$ cat src/rtl/osd_regaccess_ctrl.sv
// rtl/osd_regaccess_ctrl.sv - debug register access endpoint: built-in MODID/MODVERSION/CTRL plus host forwarding
// Optional host ack timeout enabled by defining OSD_REGACCESS_CTRL_TIMEOUT_EN.
module osd_regaccess_ctrl #(
   parameter logic [15:0] MODID          = 16'h0000,
   parameter logic [15:0] MODVERSION     = 16'h0000,
   parameter int          NUM_USER_REGS  = 4,
   parameter int          TIMEOUT_CYCLES = 255
) (
   input  logic        clk_i,
   input  logic        rst_i,
   input  logic [9:0]  id_i,
   input  logic [15:0] debug_in_data_i,
   input  logic        debug_in_valid_i,
   input  logic        debug_in_last_i,
   output logic        debug_in_ready_o,
   output logic [15:0] debug_out_data_o,
   output logic        debug_out_valid_o,
   output logic        debug_out_last_o,
   input  logic        debug_out_ready_i,
   output logic        reg_request_o,
   output logic        reg_write_o,
   output logic [15:0] reg_addr_o,
   output logic [15:0] reg_wdata_o,
   input  logic        reg_ack_i,
   input  logic        reg_err_i,
   input  logic [15:0] reg_rdata_i,
   output logic        stall_o
);

   typedef enum logic [3:0] {
      IDLE, SRC, TYPE, ADDR, WDATA, DROP, HOST,
      RESP_DEST, RESP_SRC, RESP_TYPE, RESP_DATA
   } state_t;

   localparam logic [3:0]  REQ_READ   = 4'b0010;
   localparam logic [3:0]  REQ_WRITE  = 4'b0011;
   localparam logic [3:0]  RESP_READ  = 4'b1000;
   localparam logic [3:0]  RESP_WRITE = 4'b1001;
   localparam logic [3:0]  RESP_ERR   = 4'b1111;
   localparam logic [16:0] USER_END   = 17'h0200 + 17'(NUM_USER_REGS);

   state_t      state_q, state_d;
   logic [9:0]  src_q, src_d;
   logic        wr_q, wr_d;
   logic [15:0] addr_q, addr_d;
   logic [15:0] wdata_q, wdata_d;
   logic [15:0] rdata_q, rdata_d;
   logic [3:0]  resp_type_q, resp_type_d;
   logic        ctrl_q, ctrl_d;

   logic        in_accept, in_fire, go_err, fin_valid, fin_wr;
   logic [15:0] fin_addr, fin_wdata;

`ifdef OSD_REGACCESS_CTRL_TIMEOUT_EN
   localparam int TO_W = $clog2(TIMEOUT_CYCLES + 1);
   logic [TO_W-1:0] to_cnt_q;
   logic            to_expired;

   always_ff @(posedge clk_i) begin
      if (rst_i || state_q != HOST) to_cnt_q <= '0;
      else                          to_cnt_q <= to_cnt_q + 1'b1;
   end
   assign to_expired = (to_cnt_q == TO_W'(TIMEOUT_CYCLES - 1));
`endif

   always_ff @(posedge clk_i) begin
      if (rst_i) begin
         state_q     <= IDLE;
         src_q       <= '0;
         wr_q        <= 1'b0;
         addr_q      <= '0;
         wdata_q     <= '0;
         rdata_q     <= '0;
         resp_type_q <= RESP_ERR;
         ctrl_q      <= 1'b0;
      end else begin
         state_q     <= state_d;
         src_q       <= src_d;
         wr_q        <= wr_d;
         addr_q      <= addr_d;
         wdata_q     <= wdata_d;
         rdata_q     <= rdata_d;
         resp_type_q <= resp_type_d;
         ctrl_q      <= ctrl_d;
      end
   end

   assign in_accept = (state_q inside {IDLE, SRC, TYPE, ADDR, WDATA, DROP});
   assign in_fire   = in_accept && debug_in_valid_i && !rst_i;

   always_comb begin
      state_d     = state_q;
      src_d       = src_q;
      wr_d        = wr_q;
      addr_d      = addr_q;
      wdata_d     = wdata_q;
      rdata_d     = rdata_q;
      resp_type_d = resp_type_q;
      ctrl_d      = ctrl_q;
      go_err      = 1'b0;
      fin_valid   = 1'b0;
      fin_wr      = wr_q;
      fin_addr    = addr_q;
      fin_wdata   = wdata_q;
      case (state_q)
         IDLE: if (in_fire) begin
            if (debug_in_last_i) go_err = 1'b1;
            else                 state_d = SRC;
         end
         SRC: if (in_fire) begin
            src_d = debug_in_data_i[9:0];
            if (debug_in_last_i) go_err = 1'b1;
            else                 state_d = TYPE;
         end
         TYPE: if (in_fire) begin
            wr_d = (debug_in_data_i[15:12] == REQ_WRITE);
            if (debug_in_last_i) go_err = 1'b1;
            else if (debug_in_data_i[15:12] == REQ_READ || debug_in_data_i[15:12] == REQ_WRITE)
               state_d = ADDR;
            else
               state_d = DROP;
         end
         ADDR: if (in_fire) begin
            addr_d = debug_in_data_i;
            if (wr_q) begin
               if (debug_in_last_i) go_err = 1'b1;
               else                 state_d = WDATA;
            end else if (debug_in_last_i) begin
               fin_valid = 1'b1;
               fin_addr  = debug_in_data_i;
            end else begin
               state_d = DROP;
            end
         end
         WDATA: if (in_fire) begin
            wdata_d = debug_in_data_i;
            if (debug_in_last_i) begin
               fin_valid = 1'b1;
               fin_wdata = debug_in_data_i;
            end else begin
               state_d = DROP;
            end
         end
         DROP: if (in_fire && debug_in_last_i) go_err = 1'b1;
         HOST: begin
            if (reg_err_i) begin
               go_err = 1'b1;
            end else if (reg_ack_i) begin
               rdata_d     = reg_rdata_i;
               resp_type_d = wr_q ? RESP_WRITE : RESP_READ;
               state_d     = RESP_DEST;
            end
`ifdef OSD_REGACCESS_CTRL_TIMEOUT_EN
            else if (to_expired) go_err = 1'b1;
`endif
         end
         RESP_DEST: if (debug_out_ready_i) state_d = RESP_SRC;
         RESP_SRC:  if (debug_out_ready_i) state_d = RESP_TYPE;
         RESP_TYPE: if (debug_out_ready_i) state_d = (resp_type_q == RESP_READ) ? RESP_DATA : IDLE;
         RESP_DATA: if (debug_out_ready_i) state_d = IDLE;
         default:   state_d = IDLE;
      endcase

      // Address decode happens on the edge that consumes the final request word.
      if (fin_valid) begin
         state_d = RESP_DEST;
         if (fin_addr[15:1] == 15'h0) begin
            if (fin_wr) go_err = 1'b1;
            else begin
               resp_type_d = RESP_READ;
               rdata_d     = fin_addr[0] ? MODVERSION : MODID;
            end
         end else if (fin_addr == 16'h0002) begin
            if (fin_wr) begin
               ctrl_d      = fin_wdata[0];
               resp_type_d = RESP_WRITE;
            end else begin
               resp_type_d = RESP_READ;
               rdata_d     = {15'h0, ctrl_q};
            end
         end else if (fin_addr >= 16'h0200 && {1'b0, fin_addr} < USER_END) begin
            state_d = HOST;
         end else begin
            go_err = 1'b1;
         end
      end

      if (go_err) begin
         state_d     = RESP_DEST;
         resp_type_d = RESP_ERR;
      end
   end

   always_comb begin
      debug_in_ready_o  = in_accept && !rst_i;
      debug_out_valid_o = (state_q inside {RESP_DEST, RESP_SRC, RESP_TYPE, RESP_DATA}) && !rst_i;
      debug_out_data_o  = 16'h0;
      debug_out_last_o  = 1'b0;
      case (state_q)
         RESP_DEST: debug_out_data_o = {6'h0, src_q};
         RESP_SRC:  debug_out_data_o = {6'h0, id_i};
         RESP_TYPE: begin
            debug_out_data_o = {resp_type_q, 12'h0};
            debug_out_last_o = (resp_type_q != RESP_READ);
         end
         RESP_DATA: begin
            debug_out_data_o = rdata_q;
            debug_out_last_o = 1'b1;
         end
         default: ;
      endcase
      reg_request_o = (state_q == HOST) && !rst_i;
      reg_write_o   = wr_q;
      reg_addr_o    = addr_q;
      reg_wdata_o   = wdata_q;
      stall_o       = ctrl_q;
   end

endmodule

$ cat config.mk
export PLATFORM = sky130hd
export DESIGN_NAME = osd_regaccess_ctrl
export DESIGN_NICKNAME = d
export VERILOG_FILES = /design/src/rtl/osd_regaccess_ctrl.sv
export SDC_FILE = /design/constraint.sdc
export NUM_CORES = 1
export LEC_CHECK = 0
export ABC_CLOCK_PERIOD_IN_PS = 2560
export BUFFER_PORTS_ARGS = -buffer_cell sky130_fd_sc_hd__buf_4
export CAP_MARGIN = 20
export CORE_MARGIN = 2
export CORE_UTILIZATION = 46
export CTS_CLUSTER_DIAMETER = 30
export DETAILED_ROUTE_END_ITERATION = 16
export GPL_TIMING_DRIVEN = 0
export PLACE_DENSITY = 0.82
export SLEW_MARGIN = 10
export SYNTH_ARGS = -nofsm -noshare
export SYNTH_HDL_FRONTEND = slang
export SYNTH_SLANG_ARGS = --single-unit
$ cat constraint.sdc
create_clock -name clk_i -period 2.56 [get_ports clk_i]
set_clock_uncertainty 0.1 [all_clocks]
set_input_delay 0.512 -clock clk_i [delete_from_list [all_inputs] [get_ports clk_i]]
set_output_delay 0.512 -clock clk_i [all_outputs]
set_load 0.01 [all_outputs]
* After elaboration in Yosys (flattened, before gate mapping)
Cells that the tools add are included.
Word-level totals: input port bits 49, output and inout port bits 54, logic and storage cells 146, register bits 68
Cells by class: bitwise gates (word level) 1, eq/ne operators 47, $lt $le $gt $ge 2, muxes and demuxes 65, reduce and logical (&&, ||, !) cells 22
Operators by type and width (count):
- $mux W16 | 12
- $mux W4 | 26
- $ne A4 B4 Y1 const B | 16
- $pmux W16 S4 | 1
- $ne A3 B3 Y1 const B | 15
- $pmux W4 S11 | 1
- $reduce_and A16 Y1 | 2
- $mux W1 | 20
- $eq A16 B2 Y1 const B | 1
- $eq A4 B2 Y1 const B | 4
- $eq A4 B3 Y1 const B | 4
- $eq A4 B4 Y1 const B | 4
- $ge A16 B10 Y1 const B | 1
- $lt A16 B10 Y1 const B | 1
- $logic_not A15 Y1 | 1
- $reduce_and A2 Y1 | 4
- $logic_and A1 B1 Y1 | 7
- $mux W3 | 2
- $reduce_bool A6 Y1 | 1
- $ne A5 B5 Y1 const B | 1
- $eq A4 B1 Y1 const B | 1
- $logic_not A4 Y1 | 1
- $pmux W1 S2 | 2
- $pmux W1 S4 | 1
- 8 further kinds | 8

* Logic depth before layout (Yosys ltp)
Gate-level depths: netlist (run 1).
depth in word-level cells 14, gate-level depth with buffers 8, depth with buffers taken out 6

* Worst setup path before layout (run 1)
OpenSTA, ideal clock, no wires.
kind in2reg, from input port rst_i, to register rdata_q[10], slack 0.062 ns, setup time 0.116 ns, stages on the path 8, arrival 2.282 ns, path through buf_2 -> or4b_4 -> nor2_2 -> nand2_1 -> mux2i_1 -> o41ai_4 -> buf_4 -> a21oi_1
On the way: longest elaborated chain between the ends 8
Ends and longest elaborated chain:
- start, declared | RTL line 10 | input logic rst_i,
- $logic_not A1 Y1 | RTL line 89 | assign in_fire = in_accept && debug_in_valid_i && !rst_i;
- $logic_and A1 B1 Y1 | RTL line 89
- $mux W16 | RTL line 123 | ADDR: if (in_fire) begin
- $mux W16 | RTL line 105 | case (state_q)
- $eq A16 B2 Y1 | RTL line 173 | end else if (fin_addr == 16'h0002) begin
- $mux W16 | RTL line 173
- $mux W16 | RTL line 167 | if (fin_addr[15:1] == 15'h0) begin
- $mux W16 | RTL line 165 | if (fin_valid) begin
- end signal, assigned | RTL line 82 | rdata_q <= rdata_d;
- end, declared | RTL line 47 | logic [15:0] rdata_q, rdata_d;
Several ways; a longest one is shown, not always the timed one. A chain may end at the register's enable or synchronous reset.

* Worst setup path after layout (run 1)
from register wr_q, in the netlist reg_write_o, to register resp_type_q[3]
On the way: longest elaborated chain between the ends 10
Ends and longest elaborated chain:
- start, declared | RTL line 44 | logic wr_q, wr_d;
- start signal, assigned | RTL line 79 | wr_q <= wr_d;
- $mux W16 | RTL line 125 | if (wr_q) begin
- $mux W16 | RTL line 123
- $mux W16 | RTL line 105
- $ge A16 B10 Y1 / $lt A16 B10 Y1 (equally long branches) | RTL line 181 | end else if (fin_addr >= 16'h0200 && {1'b0, fin_addr} < USER_END) begin
- $logic_and A1 B1 Y1 | RTL line 181
- $mux W1 | RTL line 181
- $mux W1 | RTL line 173
- $mux W1 | RTL line 167
- $mux W1 | RTL line 165
- $reduce_or A2 Y1 (no line)
- end signal, assigned | RTL line 83 | resp_type_q <= resp_type_d;
- end, declared | RTL line 48 | logic [3:0] resp_type_q, resp_type_d;
Several ways; a longest one is shown, not always the timed one.

==> summary.md, run 1 <==
| Metric | Value |
|---|---|
| WP buf/inv | `1` |
| Height of the die | `89.25 µm` |
| Synth Cell Area | `3343 µm²` |
| Reg2reg start | `reg_write_o` |
| Slew at the pin with the worst max-slew slack | `690.7 ps` |
| Critical Path RT | `2690 ps` |
| Final Critical Period | `2499 ps` |
| TritonCTS Buffers | `9` |
| Mapped Avg Cell Area | `8.017 µm²` |
| Max-slew violations | `0` |
| Syn Nets | `466` |
| Post-synth ARST share | `0%` |
| Endpoints failing hold | `0` |
| Remaining Overflow, GRT | `0` |
| Initial antenna violation count | `0` |
| Core region area | `7137 µm²` |
| Post-CTS Hold Fix Bufs | `0` |
| CP Class | `flop to flop` |
| Nets | `581` |
| P_leak | `1.991 nW` |
| DRT iter0 DRCs | `260` |
| Fin worst setup slack | `61.27 ps` |
| Max incr delay on CP | `460 ps` |
| CTS tree | `built` |
| Layout cells sized above 1 | `29.80%` |
| First-pass GRT wire length | `15,210 µm` |
| Vias per inst | `5.612` |
| DRC violations left | `0` |
| Worst hold start | `reg_rdata_i[3]` |
| Area leader, netlist | `dfxtp_1` |
| R2R Path End | `resp_type_q[3]` |
| Final wirelength | `10,200 µm` |
| Overall routing resource usage | `25.14%` |
| Buffers added on ports | `101` |
| Period Utilization, post-route | `97.61%` |
| Yosys cell types | `56` |
| Routed vias | `3,569` |
| CP endpoint kind | `flop` |
| #FFs+latches synth | `68` |
| Max Root-Sink Buffers | `2` |
| Avg WL per Cell | `16.04 µm` |
| Synth Flop Type | `dfxtp_1` |
| Die span in x | `89.25 µm` |
| Cell count after synthesis | `417` |
| Initial Util | `46.84%` |
| Largest net degree at the start of global routing | `13` |
| CP Launch Type | `flop` |
| CP cell instances | `buf_2, nand2b_2, nor3_4, nor2_1, a22oi_1, o41ai_4, or3b_1` |
| Vias in the first global route | `3,197` |
| Ys Warns | `0` |
| Hold WC Path Type | `input port to flop` |
| Area contributors post-synth | `dfxtp_1 (41%), nand2_1 (9.2%), a21oi_1 (8.1%)` |
| Fmax | `400.2 MHz` |
| CP top delay family | `simple AND/OR/NAND/NOR gates` |
| FF-to-FF path depth | `7` |
| Post-route cell area | `4543 µm²` |
| Seq/Total Area, Yosys | `40.72%` |
| Ant. Diodes | `0` |
| Worst EP arrival | `2630 ps` |
| Place WS | `-283.8 ps` |
| EDFF count, synth | `0` |
| Reg2reg setup slack | `60 ps` |
| Synthesis-to-finish area growth | `35.89%` |
| Setup-failing EPs final | `0` |
| Max-cap violations | `0` |
| Post-synth top area share | `40.72%` |
| Cell row count | `31` |
| Root buffer cell | `clkbuf_8` |
| Hold endpoint | `rdata_q[3]` |
| Gpl congestion | `0.9206` |
| Worst Path Max Fanout | `10` |
| Worst VDD drop | `302.6 µV` |
| WHS Path Cells | `3` |
| Power Dens Cells | `514.5 nW/µm²` |
| Clock transition at path regs | `80 ps` |
| Worst-skew pair later-pin latency | `350 ps` |
| Crit path max-delay cell type | `o41ai_4` |
| Outcome | `completed` |
| H-tree depth | `3` |
| Full die area | `7966 µm²` |
| Clock Sinks | `68` |
| DRT Pass-1 Iters | `5` |
| Placed cell area | `4225 µm²` |
| Post-DP HPWL | `7475 µm` |
| Slew HR | `53.96%` |
| # IOs | `103` |
| Routed Antenna Nets | `0` |
layer usage:
layer / share of wire, % / vias to the layer above / global-route usage [%]
met1: 42 / 1654 / 31.54
met2: 48 / 182 / 41.35
met3: 7.4 / 24 / 5.078
li1: - / 1709 / -
met4: 2.4 / 0 / 12.08
met5: 0 / - / 0
stage by stage:
step | setup TNS [ps] | power, mW | util, % | hold slack [ps] | std cells
2_1_floorplan | 0 | 1.311 | - | 331.0 | 417
3_3_place_gp | -3152 | 1.446 | 59.20 | 343.2 | 617
3_5_place_dp | -4469 | 1.451 | 59.20 | 350.0 | 617
4_1_cts | 0 | 2.329 | 62.76 | 292.8 | 633
5_1_grt | -7.585 | 2.410 | 63.66 | 307.5 | 636
6_report | 0 | 2.337 | 63.66 | 303.5 | 636
cells in the mapped netlist, drive strengths merged (4+ instances only):
library cell / instances
a211oi: 4
dfxtp: 68
a222oi: 10
nand2: 83
nand2b: 6
a22oi: 6
clkbuf: 21
and2: 4
nand3: 13
inv: 17
mux2i: 21
buf: 6
nor3: 4
nor2b: 4
nor2: 39
a21oi: 54
o21ai: 9
nor4: 5
kinds of logic after synthesis:
logic type | count (synthesis) | share of synthesized area, %
simple gates | 177 | 26.05
compound gates | 106 | 21.22
flops | 68 | 40.72
buf+inv | 44 | 5.389
mux | 22 | 6.624
sequential cells by signal, indices dropped and copies added, names as in the netlist:
name / count
rdata_q: 16
reg_addr_o: 16
reg_wdata_o: 16
src_q: 10
resp_type_q: 4
state_q: 4
reg_write_o: 1
stall_o: 1
power by group:
group          leakage, nW  internal [mW]  switching (mW)  total [mW]
combinational         1.34          0.163           0.197       0.360
sequential           0.550           1.08          0.0207        1.10
clock               0.0962          0.450           0.426       0.876
worst max path at each step:
stage / startpoint / cells after the start / slack [ps] / endpoint
floorplan: rst_i / 8 / 60 / rdata_q[10]
finish: reg_write_o / 7 / 60 / resp_type_q[3]
global route: state_q[1] / 7 / -7 / debug_out_data_o[14]
global placement: rst_i / 7 / -250 / resp_type_q[3]
detailed placement: rst_i / 7 / -280 / resp_type_q[3]
CTS: state_q[0] / 6 / 0.2 / debug_out_data_o[5]
final cells by class:
| cell class | count | area, µm² |
|---|---|---|
| fillers | 639 | 2594 |
| multi-input cells | 305 | 1866 |
| flip-flops and latches | 68 | 1366 |
| repair buffers | 107 | 803.3 |
| clock buffers | 10 | 127.6 |
| plain buffers | 24 | 127.6 |
| well taps | 99 | 123.9 |
| clock inverters | 6 | 65.06 |
| inverters | 17 | 63.81 |
cell usage in the layout (no fill, tap or decap), types with 3 or more instances in the layout:
| master | instances |
|---|---|
| clkbuf_8 | 9 |
| and2_1 | 3 |
| buf_6 | 3 |
| a211oi_1 | 4 |
| nor4_1 | 4 |
| a222oi_1 | 10 |
| buf_2 | 3 |
| nor3_1 | 3 |
| nand2_1 | 82 |
| nor2b_1 | 4 |
| a22oi_1 | 6 |
| dfxtp_1 | 66 |
| clkbuf_2 | 3 |
| clkbuf_1 | 14 |
| mux2i_1 | 21 |
| nor2_4 | 3 |
| nor2_1 | 35 |
| nand3_1 | 13 |
| o21ai_0 | 9 |
| nand2b_1 | 3 |
| inv_1 | 17 |
| buf_4 | 109 |
| a21oi_1 | 54 |
repair_timing:
item                                    4_1_cts  5_1_grt
pin swaps                                     1        4
setup buffers                                 1        5
gates resized for setup                      17       14
endpoints found under the setup margin       30       30
worst min-delay path, cell delays in order:
cell     delay [ps]
buf_4           110
nand2_1          40
a21oi_1          50
No activity file was read; power rests on OpenSTA's default activity.
==> run 2: changes to the inputs <==
--- a/config.mk
+++ b/config.mk
@@ -8,6 +8,7 @@
 export ABC_CLOCK_PERIOD_IN_PS = 2560
 export BUFFER_PORTS_ARGS = -buffer_cell sky130_fd_sc_hd__buf_4
 export CAP_MARGIN = 20
+export CORE_ASPECT_RATIO = 0.9
 export CORE_MARGIN = 2
 export CORE_UTILIZATION = 46
 export CTS_CLUSTER_DIAMETER = 30
==> summary.md, run 2 (same netlist as run 1, synthesis figures left out) <==
| Metric | Value |
|---|---|
| Outcome | `completed` |
| Setup-failing EPs final | `0 (unchanged)` |
| R2R Path End | `resp_type_q[3]` |
| P_leak | `1.989 nW (-0.14%)` |
| Wire length on met1 | `4502 µm (+4.7%)` |
| First-pass GRT wire length | `16,300 µm (+7.2%)` |
| Fmax | `398.9 MHz (-0.33%)` |
| Root buffer cell | `clkbuf_8` |
| Reg2reg start | `state_q[2]` |
| Gpl congestion | `0.9030 (-1.9%)` |
| Max-cap violations | `0 (unchanged)` |
| Routed Antenna Nets | `0 (unchanged)` |
| Worst EP arrival | `2640 ps (about the same)` |
| Commonest cells after routing, fill and taps aside | `buf_4 (108), nand2_1 (82), dfxtp_1 (65)` |
| Vias in the first global route | `3,298 (+3.2%)` |
| Full die area | `7967 µm² (about the same)` |
| Worst Setup SP | `state_q[2]` |
| Worst hold start | `reg_rdata_i[10]` |
| Overall routing resource usage | `26.08% (+0.93 points)` |
| Initial Util | `47.49% (+0.65 points)` |
| Routed vias | `3,601 (+0.90%)` |
| # IOs | `103 (unchanged)` |
| Routed length on met3 | `743 µm (-1.5%)` |
| Fin worst setup slack | `52.94 ps (-8.322 ps)` |
| CP Class | `flop to flop` |
| Post-CTS Hold Fix Bufs | `0 (unchanged)` |
| Max Root-Sink Buffers | `2 (unchanged)` |
| Critical Path RT | `2690 ps (about the same)` |
| Worst-skew pair later-pin latency | `360 ps (about the same)` |
| CTS tree | `built` |
| Initial antenna violation count | `0 (unchanged)` |
| Height of the die | `84.88 µm (-4.9%)` |
| TritonCTS Buffers | `9 (unchanged)` |
| Min Hold Slack | `298.7 ps (-4.798 ps)` |
| Reg2reg setup slack | `50 ps (about the same)` |
| Max-slew violations | `0 (unchanged)` |
| Endpoints failing hold | `0 (unchanged)` |
| Place WS | `-292.7 ps (-8.920 ps)` |
| Power Dens Cells | `539.5 nW/µm² (+4.9%)` |
| Slew HR | `52.92% (-1.0 points)` |
| Final wirelength | `10,380 µm (+1.8%)` |
| RSZ-0062 raised after global routing | `true` |
| Hold WC Path Type | `input port to flop` |
| CP cell instances | `buf_6, or4b_4, nor3_4, nor2_1, nor2_4, o41ai_2, or3b_1` |
| CP endpoint kind | `flop` |
| Ant. Diodes | `0 (unchanged)` |
| Layout cells sized above 1 | `29.40% (-0.39 points)` |
| DRT iter0 DRCs | `305 (+17%)` |
| Clock Sinks | `68 (unchanged)` |
| CP Launch Type | `flop` |
| Hold endpoint | `rdata_q[10]` |
| DRC violations left | `0 (unchanged)` |
| Top routing layer in use | `met4` |
| Vias per inst | `5.743 (+2.3%)` |
| Largest net degree at the start of global routing | `13 (unchanged)` |
| H-tree depth | `3 (unchanged)` |
| Remaining Overflow, GRT | `0 (unchanged)` |
| Die span in x | `93.87 µm (+5.2%)` |
| Max incr delay on CP | `600 ps (+140 ps)` |
| Clock transition at path regs | `70 ps (about the same)` |
| Commonest non-fill, non-tap cell in the layout | `buf_4` |
| Worst VDD drop | `349.9 µV (+16%)` |
| Worst Path Max Fanout | `10 (unchanged)` |
| DRT Pass-1 Iters | `5 (unchanged)` |
| Fin cells | `627 (-1.4%)` |
| Buffers added on ports | `101 (unchanged)` |
| Placed Cells | `611 (-0.97%)` |
| Synthesis-to-finish area growth | `35.78% (about the same)` |
| Cell row count | `29 (-6.5%)` |
| Slew at the pin with the worst max-slew slack | `706.1 ps (+15.49 ps)` |
| Post-DP HPWL | `7517 µm (+0.57%)` |
| Period Utilization, post-route | `97.93% (+0.33 points)` |
| Final Critical Period | `2507 ps (+8.322 ps)` |
| Avg WL per Cell | `16.56 µm (+3.2%)` |
| Crit path max-delay cell type | `or4b_4` |
| WHS Path Cells | `3 (unchanged)` |
| DR WL met2 | `4854 µm (-1.1%)` |
| Power consumption | `2.449 mW (+4.8%)` |
| Core region area | `7039 µm² (-1.4%)` |
| Nets | `579 (-0.34%)` |
| Utilization after layout | `64.49% (+0.83 points)` |
| FF-to-FF path depth | `7 (unchanged)` |
-- run 2: cell types whose count changed in the layout (fill, tap and decap cells not counted), sizes merged --
cell and change:
buf -1, bufinv +1, clkbuf -2, clkinv -1
-- run 2: layout make-up --
class                           count  area [µm²]
Fill cell                         576        2500
Timing Repair Buffer              104       780.7
Clock buffer                        9       123.9
Clock inverter                      6       90.09
Multi-Input combinational cell    305        1867
Buffer                             25       130.1
Inverter                           17       63.81
Sequential cell                    68        1368
Tap cell                           93       116.4
-- run 2: worst max-delay path by stage --
stage                                      to  slack [ps]  cells after the start
final                          resp_type_q[3]          50                      7
after global routing      debug_out_data_o[6]         -40                      7
after CTS                 debug_out_data_o[0]           2                      5
after detailed placement       resp_type_q[3]        -290                      7
after global placement         resp_type_q[3]        -260                      7
after floorplan                   rdata_q[10]          60                      8
-- run 2: metal layers --
metal	global-route usage (%)	up-vias
met4	11.07	0
li1	-	1704
met5	0	-
met1	35.28	1677
met3	5.417	32
met2	40.58	188
-- run 2: where the power goes --
part	switching, mW	internal [mW]	total [mW]
registers	0.0199	1.08	1.10
logic	0.201	0.164	0.365
clock network	0.439	0.544	0.983
total	0.659	1.79	2.45
-- run 2: stage by stage --
| stage | TNS (ps) | instance area [µm²] |
|---|---|---|
| 4_1_cts | 0 | 4493 |
| 3_3_place_gp | -3113 | 4218 |
| 6_report | 0 | 4539 |
| 3_5_place_dp | -3870 | 4218 |
| 2_1_floorplan | 0 | 3343 |
| 5_1_grt | -51.77 | 4539 |
-- run 2: worst max-delay path: cells and delay by family (launching register included) --
| family | cells | cell delay (ps) |
|---|---|---|
| AO/OA/AOI/OAI | 1 | 150 |
| buffers and inverters | 1 | 140 |
| flip-flops | 1 | 320 |
| AND/OR/NAND/NOR | 5 | 1680 |
-- run 2: repair_timing --
action	4_1_cts	5_1_grt
buffers inserted	1	2
gates resized for setup	17	17
endpoints found under the setup margin	30	34
pin swaps	1	7
==> run 3: changes to the inputs <==
--- a/config.mk
+++ b/config.mk
@@ -13,7 +13,6 @@
 export CORE_UTILIZATION = 46
 export CTS_CLUSTER_DIAMETER = 30
 export DETAILED_ROUTE_END_ITERATION = 16
-export GPL_TIMING_DRIVEN = 0
 export PLACE_DENSITY = 0.82
 export SLEW_MARGIN = 10
 export SYNTH_ARGS = -nofsm -noshare
==> constraint.sdc (replaced) <==
create_clock -name clk_i -period 2.56 [get_ports clk_i]
set_clock_uncertainty 0.1 [all_clocks]
set_input_delay 0.384 -clock clk_i [delete_from_list [all_inputs] [get_ports clk_i]]
set_output_delay 0.384 -clock clk_i [all_outputs]
set_load 0.01 [all_outputs]
==> summary.md, run 3 (same netlist as run 1, synthesis figures left out) <==
| Metric | Value |
|---|---|
| Post-DP HPWL | `7343 µm (-2.3%)` |
| Post-route cell area | `4507 µm² (-0.72%)` |
| CP Launch Type | `flop` |
| Crit path max-delay cell type | `dfxtp_4` |
| Max-cap violations | `0 (unchanged)` |
| Slew HR | `59.52% (+6.6 points)` |
| Outcome | `completed` |
| FF-to-FF path depth | `6 (-1)` |
| Period Utilization, post-route | `94.87% (-3.1 points)` |
| Post-CTS Setup Bufs | `0 (-1)` |
| Worst-skew pair later-pin latency | `360 ps (about the same)` |
| Overall routing resource usage | `25.49% (-0.59 points)` |
| CP endpoint kind | `output pin` |
| Largest net degree at the start of global routing | `29 (+16)` |
| First-pass GRT wire length | `16,030 µm (-1.7%)` |
| Reg2reg start | `state_q[2]` |
| Final Critical Period | `2429 ps (-78.44 ps)` |
| Nets | `575 (-0.69%)` |
| Initial Util | `47.49% (unchanged)` |
| Endpoints failing hold | `0 (unchanged)` |
| Max Root-Sink Buffers | `2 (unchanged)` |
| Worst Path Max Fanout | `12 (+2)` |
| Remaining Overflow, GRT | `0 (unchanged)` |
| Fill count | `609 (+5.7%)` |
| CTS tree | `built` |
| Root buffer cell | `clkbuf_8` |
| # IOs | `103 (unchanged)` |
| Fin cells | `624 (-0.48%)` |
| H-tree depth | `3 (unchanged)` |
| Hold WC Path Type | `input port to flop` |
| CP cell instances | `buf_4, nand2b_2, nor2_1, buf_4, a222oi_1, inv_1, buf_4` |
| Height of the die | `84.88 µm (unchanged)` |
| Fin worst setup slack | `131.4 ps (+78.44 ps)` |
| WHS Path Cells | `3 (unchanged)` |
| Routed vias | `3,580 (-0.58%)` |
| Clock transition at path regs | `80 ps (about the same)` |
| Final TNS setup | `0 ps (unchanged)` |
| Min Hold Slack | `158.0 ps (-140.8 ps)` |
| Cell row count | `29 (unchanged)` |
| Worst VDD drop | `268.3 µV (-23%)` |
| Placed cell area | `4282 µm² (+1.5%)` |
| Avg WL per Cell | `16.21 µm (-2.1%)` |
| Synthesis-to-finish area growth | `34.81%` |
| Hold endpoint | `rdata_q[11]` |
| Worst hold start | `reg_rdata_i[11]` |
| Full die area | `7967 µm² (unchanged)` |
| Gpl congestion | `0.9467 (+4.8%)` |
| Setup-failing EPs final | `0 (unchanged)` |
| P_leak | `1.994 nW (+0.28%)` |
| Power consumption | `2.403 mW (-1.9%)` |
| Layout cells sized above 1 | `30.70% (+1.3 points)` |
| DRT Pass-1 Iters | `6 (+1)` |
| Final wirelength | `10,120 µm (-2.5%)` |
| Utilization after layout | `64.02% (-0.46 points)` |
| DRT iter0 DRCs | `297 (-2.6%)` |
| TritonCTS Buffers | `9 (unchanged)` |
| Clock Sinks | `68 (unchanged)` |
| Ant. Diodes | `0 (unchanged)` |
| Max-slew violations | `0 (unchanged)` |
| RSZ-0062 raised after global routing | `false` |
| Post-CTS Hold Fix Bufs | `0 (unchanged)` |
| Max incr delay on CP | `410 ps (-190 ps)` |
| Slew at the pin with the worst max-slew slack | `591.9 ps (-114.2 ps)` |
| Routed Antenna Nets | `0 (unchanged)` |
| CP Class | `flop to output pin` |
| Reg2reg setup slack | `260 ps (+210 ps)` |
| Core region area | `7039 µm² (unchanged)` |
| Critical Path RT | `2080 ps (-610 ps)` |
| Buffers added on ports | `102 (+0.99%)` |
| R2R Path End | `resp_type_q[3]` |
| Fmax | `411.8 MHz (+3.2%)` |
| Most frequent CP cell | `buf_4` |
| Power Dens Cells | `533.1 nW/µm² (-1.2%)` |
| Placed Cells | `608 (-0.49%)` |
| Vias in the first global route | `3,383 (+2.6%)` |
| Worst EP arrival | `1940 ps (-700 ps)` |
| Vias per inst | `5.737 (-0.11%)` |
| Commonest cells after routing, fill and taps aside | `buf_4 (124), nand2_1 (82), dfxtp_1 (65)` |
| DRC violations left | `0 (unchanged)` |
| Commonest non-fill, non-tap cell in the layout | `buf_4` |
| Initial antenna violation count | `0 (unchanged)` |
| Place WS | `148.9 ps (+441.6 ps)` |
| Die span in x | `93.87 µm (unchanged)` |
==> run 3: final cells by class <==
| type | count | area [µm²] | share of cell area (%) |
|---|---|---|---|
| Clock buffer | 11 | 151.4 | 3.359 |
| Clock inverter | 5 | 58.81 | 1.305 |
| Inverter | 17 | 63.81 | 1.416 |
| Multi-Input combinational cell | 305 | 1807 | 40.09 |
| Sequential cell | 68 | 1368 | 30.34 |
| Tap cell | 93 | 116.4 | 2.582 |
| Timing Repair Buffer | 125 | 942.2 | 20.91 |
==> run 3: how the worst max path moves through the flow <==
stage	startpoint	to	slack (ps)	cells after the start
5_1_grt	state_q[2]	debug_out_data_o[9]	20	7
3_3_place_gp	rst_i	state_q[0]	140	8
4_1_cts	state_q[2]	debug_out_data_o[9]	3	7
6_report	state_q[2]	debug_out_data_o[9]	130	7
2_1_floorplan	rst_i	rdata_q[10]	190	8
3_5_place_dp	rst_i	resp_type_q[3]	150	7
==> run 3: timing repair <==
item / CTS / global route
pin swaps: 0 / 0
resized for setup: 2 / 5
endpoints found under the setup margin: 10 / 10
==> run 3: routing by layer <==
layer  track usage, %  share of wire, %  vias up
li1                 -                 -     1701
met1            33.48                44     1694
met2            40.39                47      157
met3            4.440               6.6       28
met4            12.91               2.8        0
met5                0                 0        -
==> run 3: power breakdown <==
part           internal [mW]  switching, mW  total [mW]
sequential              1.08         0.0248        1.11
clock                  0.505          0.444       0.948
combinational          0.165          0.184       0.348
total                   1.75          0.652        2.40
==> run 3: worst max-delay path: cells and delay by family, from the launching register on <==
| kind | cells | cell delay, ps |
|---|---|---|
| AO/OA/AOI/OAI | 1 | 300 |
| buffers and inverters | 4 | 600 |
| flip-flops | 1 | 410 |
| AND/OR/NAND/NOR | 2 | 280 |
